**config.mk**
```make
export PLATFORM = sky130hd
export DESIGN_NAME = imem_port_ctrl
export DESIGN_NICKNAME = d
export VERILOG_FILES = /design/src/rtl/imem_port_ctrl.sv
export SDC_FILE = /design/constraint.sdc
export NUM_CORES = 1
export LEC_CHECK = 0
export CORE_MARGIN = 3
export CORE_UTILIZATION = 45
export CTS_CLUSTER_DIAMETER = 100
export DETAILED_ROUTE_END_ITERATION = 7
export MAX_ROUTING_LAYER = met4
export PLACE_DENSITY = 0.9
export SLEW_MARGIN = 0
export SYNTH_ARGS = -nofsm -noshare
export SYNTH_HDL_FRONTEND = slang
export SYNTH_SLANG_ARGS = --single-unit
```
**constraint.sdc**
```tcl
create_clock -name clk -period 5.4 [get_ports clk]
set_input_delay 0.81 -clock clk [delete_from_list [all_inputs] [get_ports clk]]
set_output_delay 0.81 -clock clk [all_outputs]
set_load 0.01 [all_outputs]
```
**src/rtl/imem_port_ctrl.sv**
```systemverilog
// rtl/imem_port_ctrl.sv - instruction-fetch strobe responder driving a req/ack instruction store
// Handles fetch/load strobes, PC-redirect flush of in-flight reads, and a saturating hung-store timeout.
module imem_port_ctrl #(
   parameter int ADDR_W  = 32,
   parameter int DATA_W  = 32,
   parameter int TO_W    = 8,
   parameter int TIMEOUT = 255
) (
   input  logic              clk,
   input  logic              reset_n,
   input  logic              im_cs,
   input  logic              im_wr,
   input  logic              im_rd,
   input  logic              pc_ld,
   input  logic [ADDR_W-1:0] pc_addr,
   input  logic [DATA_W-1:0] im_wdata,
   output logic [DATA_W-1:0] im_inst,
   output logic              im_valid,
   output logic              im_busy,
   output logic              im_err,
   output logic              im_misalign,
   output logic              mem_req,
   output logic              mem_we,
   output logic [ADDR_W-3:0] mem_addr,
   output logic [DATA_W-1:0] mem_wdata,
   input  logic [DATA_W-1:0] mem_rdata,
   input  logic              mem_ack
);

   typedef enum logic [1:0] {
      IDLE    = 2'd0,
      RD_WAIT = 2'd1,
      WR_WAIT = 2'd2,
      DISCARD = 2'd3
   } state_t;

   localparam logic [TO_W-1:0] TO_LIM = TO_W'(TIMEOUT);

   state_t          state, state_nxt;
   logic [TO_W-1:0] to_cnt, to_cnt_nxt, to_inc;
   logic            timed_out;
   logic            mem_req_nxt, mem_we_nxt;
   logic            im_valid_nxt, im_misalign_nxt, im_err_nxt;
   logic            load_cmd, load_inst;

   // to_inc is the number of wait cycles completed once this one ends without ack
   assign to_inc    = (to_cnt == {TO_W{1'b1}}) ? to_cnt : to_cnt + 1'b1;
   assign timed_out = (TIMEOUT != 0) && (to_inc == TO_LIM);
   assign im_busy   = (state != IDLE);

   always_comb begin
      state_nxt       = state;
      to_cnt_nxt      = to_cnt;
      mem_req_nxt     = mem_req;
      mem_we_nxt      = mem_we;
      im_valid_nxt    = 1'b0;
      im_misalign_nxt = 1'b0;
      im_err_nxt      = im_err;
      load_cmd        = 1'b0;
      load_inst       = 1'b0;

      case (state)
         IDLE: begin
            if (im_cs) begin
               if (pc_addr[1:0] != 2'b00) begin
                  im_misalign_nxt = 1'b1;
               end else if (im_wr) begin
                  state_nxt   = WR_WAIT;
                  mem_req_nxt = 1'b1;
                  mem_we_nxt  = 1'b1;
                  load_cmd    = 1'b1;
                  to_cnt_nxt  = '0;
               end else if (im_rd) begin
                  state_nxt   = RD_WAIT;
                  mem_req_nxt = 1'b1;
                  mem_we_nxt  = 1'b0;
                  load_cmd    = 1'b1;
                  to_cnt_nxt  = '0;
               end
            end
         end

         RD_WAIT: begin
            if (mem_ack) begin
               state_nxt   = IDLE;
               mem_req_nxt = 1'b0;
               mem_we_nxt  = 1'b0;
               // a redirect on the completing edge makes the returned word stale
               if (!pc_ld) begin
                  load_inst    = 1'b1;
                  im_valid_nxt = 1'b1;
               end
            end else if (timed_out) begin
               state_nxt   = IDLE;
               mem_req_nxt = 1'b0;
               mem_we_nxt  = 1'b0;
               im_err_nxt  = 1'b1;
            end else if (pc_ld) begin
               state_nxt  = DISCARD;
               to_cnt_nxt = '0;
            end else begin
               to_cnt_nxt = to_inc;
            end
         end

         WR_WAIT, DISCARD: begin
            if (mem_ack) begin
               state_nxt   = IDLE;
               mem_req_nxt = 1'b0;
               mem_we_nxt  = 1'b0;
            end else if (timed_out) begin
               state_nxt   = IDLE;
               mem_req_nxt = 1'b0;
               mem_we_nxt  = 1'b0;
               im_err_nxt  = 1'b1;
            end else begin
               to_cnt_nxt = to_inc;
            end
         end

         default: begin
            state_nxt   = IDLE;
            mem_req_nxt = 1'b0;
            mem_we_nxt  = 1'b0;
         end
      endcase
   end

   always_ff @(posedge clk or negedge reset_n) begin
      if (!reset_n) begin
         state       <= IDLE;
         to_cnt      <= '0;
         mem_req     <= 1'b0;
         mem_we      <= 1'b0;
         mem_addr    <= '0;
         mem_wdata   <= '0;
         im_inst     <= '0;
         im_valid    <= 1'b0;
         im_err      <= 1'b0;
         im_misalign <= 1'b0;
      end else begin
         state       <= state_nxt;
         to_cnt      <= to_cnt_nxt;
         mem_req     <= mem_req_nxt;
         mem_we      <= mem_we_nxt;
         im_valid    <= im_valid_nxt;
         im_err      <= im_err_nxt;
         im_misalign <= im_misalign_nxt;
         if (load_cmd) begin
            mem_addr <= pc_addr[ADDR_W-1:2];
            if (im_wr) begin
               mem_wdata <= im_wdata;
            end
         end
         if (load_inst) begin
            im_inst <= mem_rdata;
         end
      end
   end

endmodule

```
==> impl_metrics.json <==
{
  "status": "finished, final reports clean",
  "yosys-top-cells-area": "dfrtp_1, mux2_2, nand2_1",
  "path_class": "in -> reg",
  "clk_pin_slew_ns": 0.09,
  "setup_viol": 0,
  "fin_area_mm2": 0.006794,
  "synth_flop_cell": "dfrtp_1",
  "yosysWarnings": 0,
  "diodes": 0,
  "period_needed_ns": 2.694,
  "clk_latency_ns": 0.36,
  "postCtsSetupBuffers": 0,
  "coreArea_mm2": 0.009371,
  "synth_edf_count": 0,
  "drive_above_1_share_pct": 16.40,
  "drtAntennaViolNets": 0,
  "worst_slew_pin_slew_ns": 0.7536,
  "cts_buffers": 9,
  "min_from": "im_err",
  "setup_ws_ns": 2.706,
  "synth_area_per_cell_um2": 12.18,
  "vdd.ir_drop.worst_mv": 0.2167,
  "grt_start_max_net_pins": 57,
  "start_kind": "input pin",
  "grt_pass1_vias": 3829,
  "async_flop_share_pct": 100.0,
  "dpl.hpwl_um": 9031,
  "cellInternalPower_mw": 1.852,
  "finish.net_count": 667,
  "worstRegToRegCells": 5,
  "clock.fmax_mhz": 371.1,
  "ctsResizeCount": 0,
  "drc_errors": 0,
  "routedWlPerCell_um": 17.14,
  "dpl-instance-area_mm2": 0.006565,
  "syn_nets": 467,
  "track_usage_pct": 23.22,
  "ys_seq_area_share_pct": 61.70,
  "grt_setup_unrepaired": "no",
  "holdPathStages": 1,
  "synth.cell_area_mm2": 0.004420,
  "fin_skew_ns": 0.01084,
  "leakagePower_nw": 3.001,
  "first_iter_violations": 181,
  "clk_path_buf_depth": 2,
  "finalHoldViolCount": 0,
  "h-tree-depth": 3,
  "gp_congestion": 0.8974,
  "routed-via-count": 3533,
  "fp.dieArea_mm2": 0.01105,
  "cts-root-buf": "clkbuf_8",
  "crit_start": "im_wr",
  "end_kind": "flip-flop",
  "io_pins": 203,
  "fin_setup_tns_ns": 0,
  "place_ws_ns": 2.338,
  "slew_headroom_pct": 49.64,
  "dr.pass1.iters": 5,
  "power_frac_comb_pct": 33.4,
  "clkSinkCount": 109,
  "required_ns": 5.63,
  "finalPower_mw": 2.542,
  "yosysTopAreaCellShare_pct": 61.70,
  "crit_fanout": 18,
  "postCtsHoldBufs": 0,
  "crit_arrival_ns": 2.93,
  "synth_seq_cells": 109,
  "grt-ovfl-total": 0,
  "syn2layout_area_growth_pct": 53.69,
  "ys_types": 45,
  "drt-total-wl_um": 11930,
  "netlist_instances": 363,
  "viasPerCell": 5.076,
  "period_share_pct": 49.90,
  "fillerInstances": 671,
  "cts_tree": "yes",
  "power_density_mw_per_mm2": 374.1,
  "drv_cap": 0,
  "initial_utilization_pct": 47.17,
  "die-width_um": 105.1,
  "p_switching_mw": 0.6901,
  "grt_first_pass_wirelength_um": 19710,
  "p_seq_share_pct": 44.5,
  "io_buffers": 202,
  "hold_class": "reg -> reg",
  "timing.rr.start": "state[0]",
  "switching_share_pct": 27.15,
  "synth_most_common_cell": "dfrtp_1",
  "synthTopCellsByCount": "dfrtp_1, nand2_1, mux2_2, buf_2, nor2_1",
  "rows": 35,
  "die_h_um": 105.1,
  "drv_slew": 0,
  "yosysTopAreaCell": "dfrtp_1",
  "antenna_found_initial": 0,
  "clkPwrFrac_pct": 22.1
}
[metal layers]
layer	part of all wire, %	vias up	GRT usage (%)
li1	-	1653	-
met1	37	1724	26.08
met2	55	137	40.38
met3	6.4	19	6.547
met4	2.1	0	6.842
met5	0	-	-
[path summary, 6_finish.rpt]
kind	to	slack, ns
hold / removal	im_err	0.47
setup / recovery	mem_wdata[30]	2.71
min in group asynchronous	mem_wdata[20]	0.48
setup reg to reg	mem_wdata[30]	3.15
hold reg to reg	im_err	0.47
max in group asynchronous	mem_addr[25]	3.78
[stage by stage]
stage,cells,hold WS [ns],util [%]
6_report,696,0.4717,72.50
3_5_place_dp,681,0.4523,70.05
4_1_cts,696,0.4751,72.50
3_3_place_gp,681,0.4486,70.05
2_1_floorplan,363,0.4917,-
5_1_grt,696,0.4963,72.50
[cell families (layout without fill, tap and decap cells)]
group / Yosys count / in the layout / share of synthesized area [%]
buffers and inverters: 23 / 227 / 2.434
and+or+nand+nor: 128 / 128 / 12.45
muxes: 64 / 64 / 16.30
AOI/OAI and AO/OA: 38 / 38 / 6.821
DFF: 109 / 109 / 61.70
adders and majority gates: 1 / 1 / 0.2830
[critical path, cell delays in order]
cell,delay (ns)
clkdlybuf4s50_1,0.50
o2111a_1,0.30
nand2_1,0.56
buf_4,0.37
mux2_2,0.37
[placed cells by master (no fill, tap or decap), types with 2 or more instances in the layout]
cell type,instances
clkdlybuf4s50_1,201
dfrtp_1,109
nand2_1,98
mux2_2,64
clkbuf_8,9
nor2_1,7
buf_4,6
inv_1,5
nand3_1,5
nor3_1,5
a21oi_1,5
o211ai_1,4
o21ai_0,3
a211oi_1,3
bufinv_16,3
nor3b_1,2
nand2b_1,2
o31ai_1,2
a22oi_1,2
o22ai_1,2
a31oi_1,2
clkbuf_1,2
[registers in the layout, summed over array words and instances, names as in the netlist]
name,flops
im_err,1
im_inst,32
im_misalign,1
im_valid,1
mem_addr,30
mem_req,1
mem_wdata,32
mem_we,1
state,2
to_cnt,8
[power by group through the flow]
stage / Combinational (mW) / Clock (mW) / Sequential, mW
after floorplan: 0.206 / 0 / 1.23
after global placement: 0.838 / 0 / 1.13
after detailed placement: 0.857 / 0 / 1.15
after CTS: 0.863 / 0.580 / 1.13
after global routing: 0.908 / 0.616 / 1.16
final: 0.849 / 0.562 / 1.13
[cell type report]
cell class	count	area, um2	area share, %
Sequential cell	109	2728	40.15
Inverter	5	18.77	0.2762
Clock inverter	4	97.59	1.436
Tap cell	129	161.4	2.376
Clock buffer	11	131.4	1.934
Timing Repair Buffer	207	2057	30.28
Multi-Input combinational cell	231	1600	23.55
Note: power is estimated with default switching activity, not from simulation.
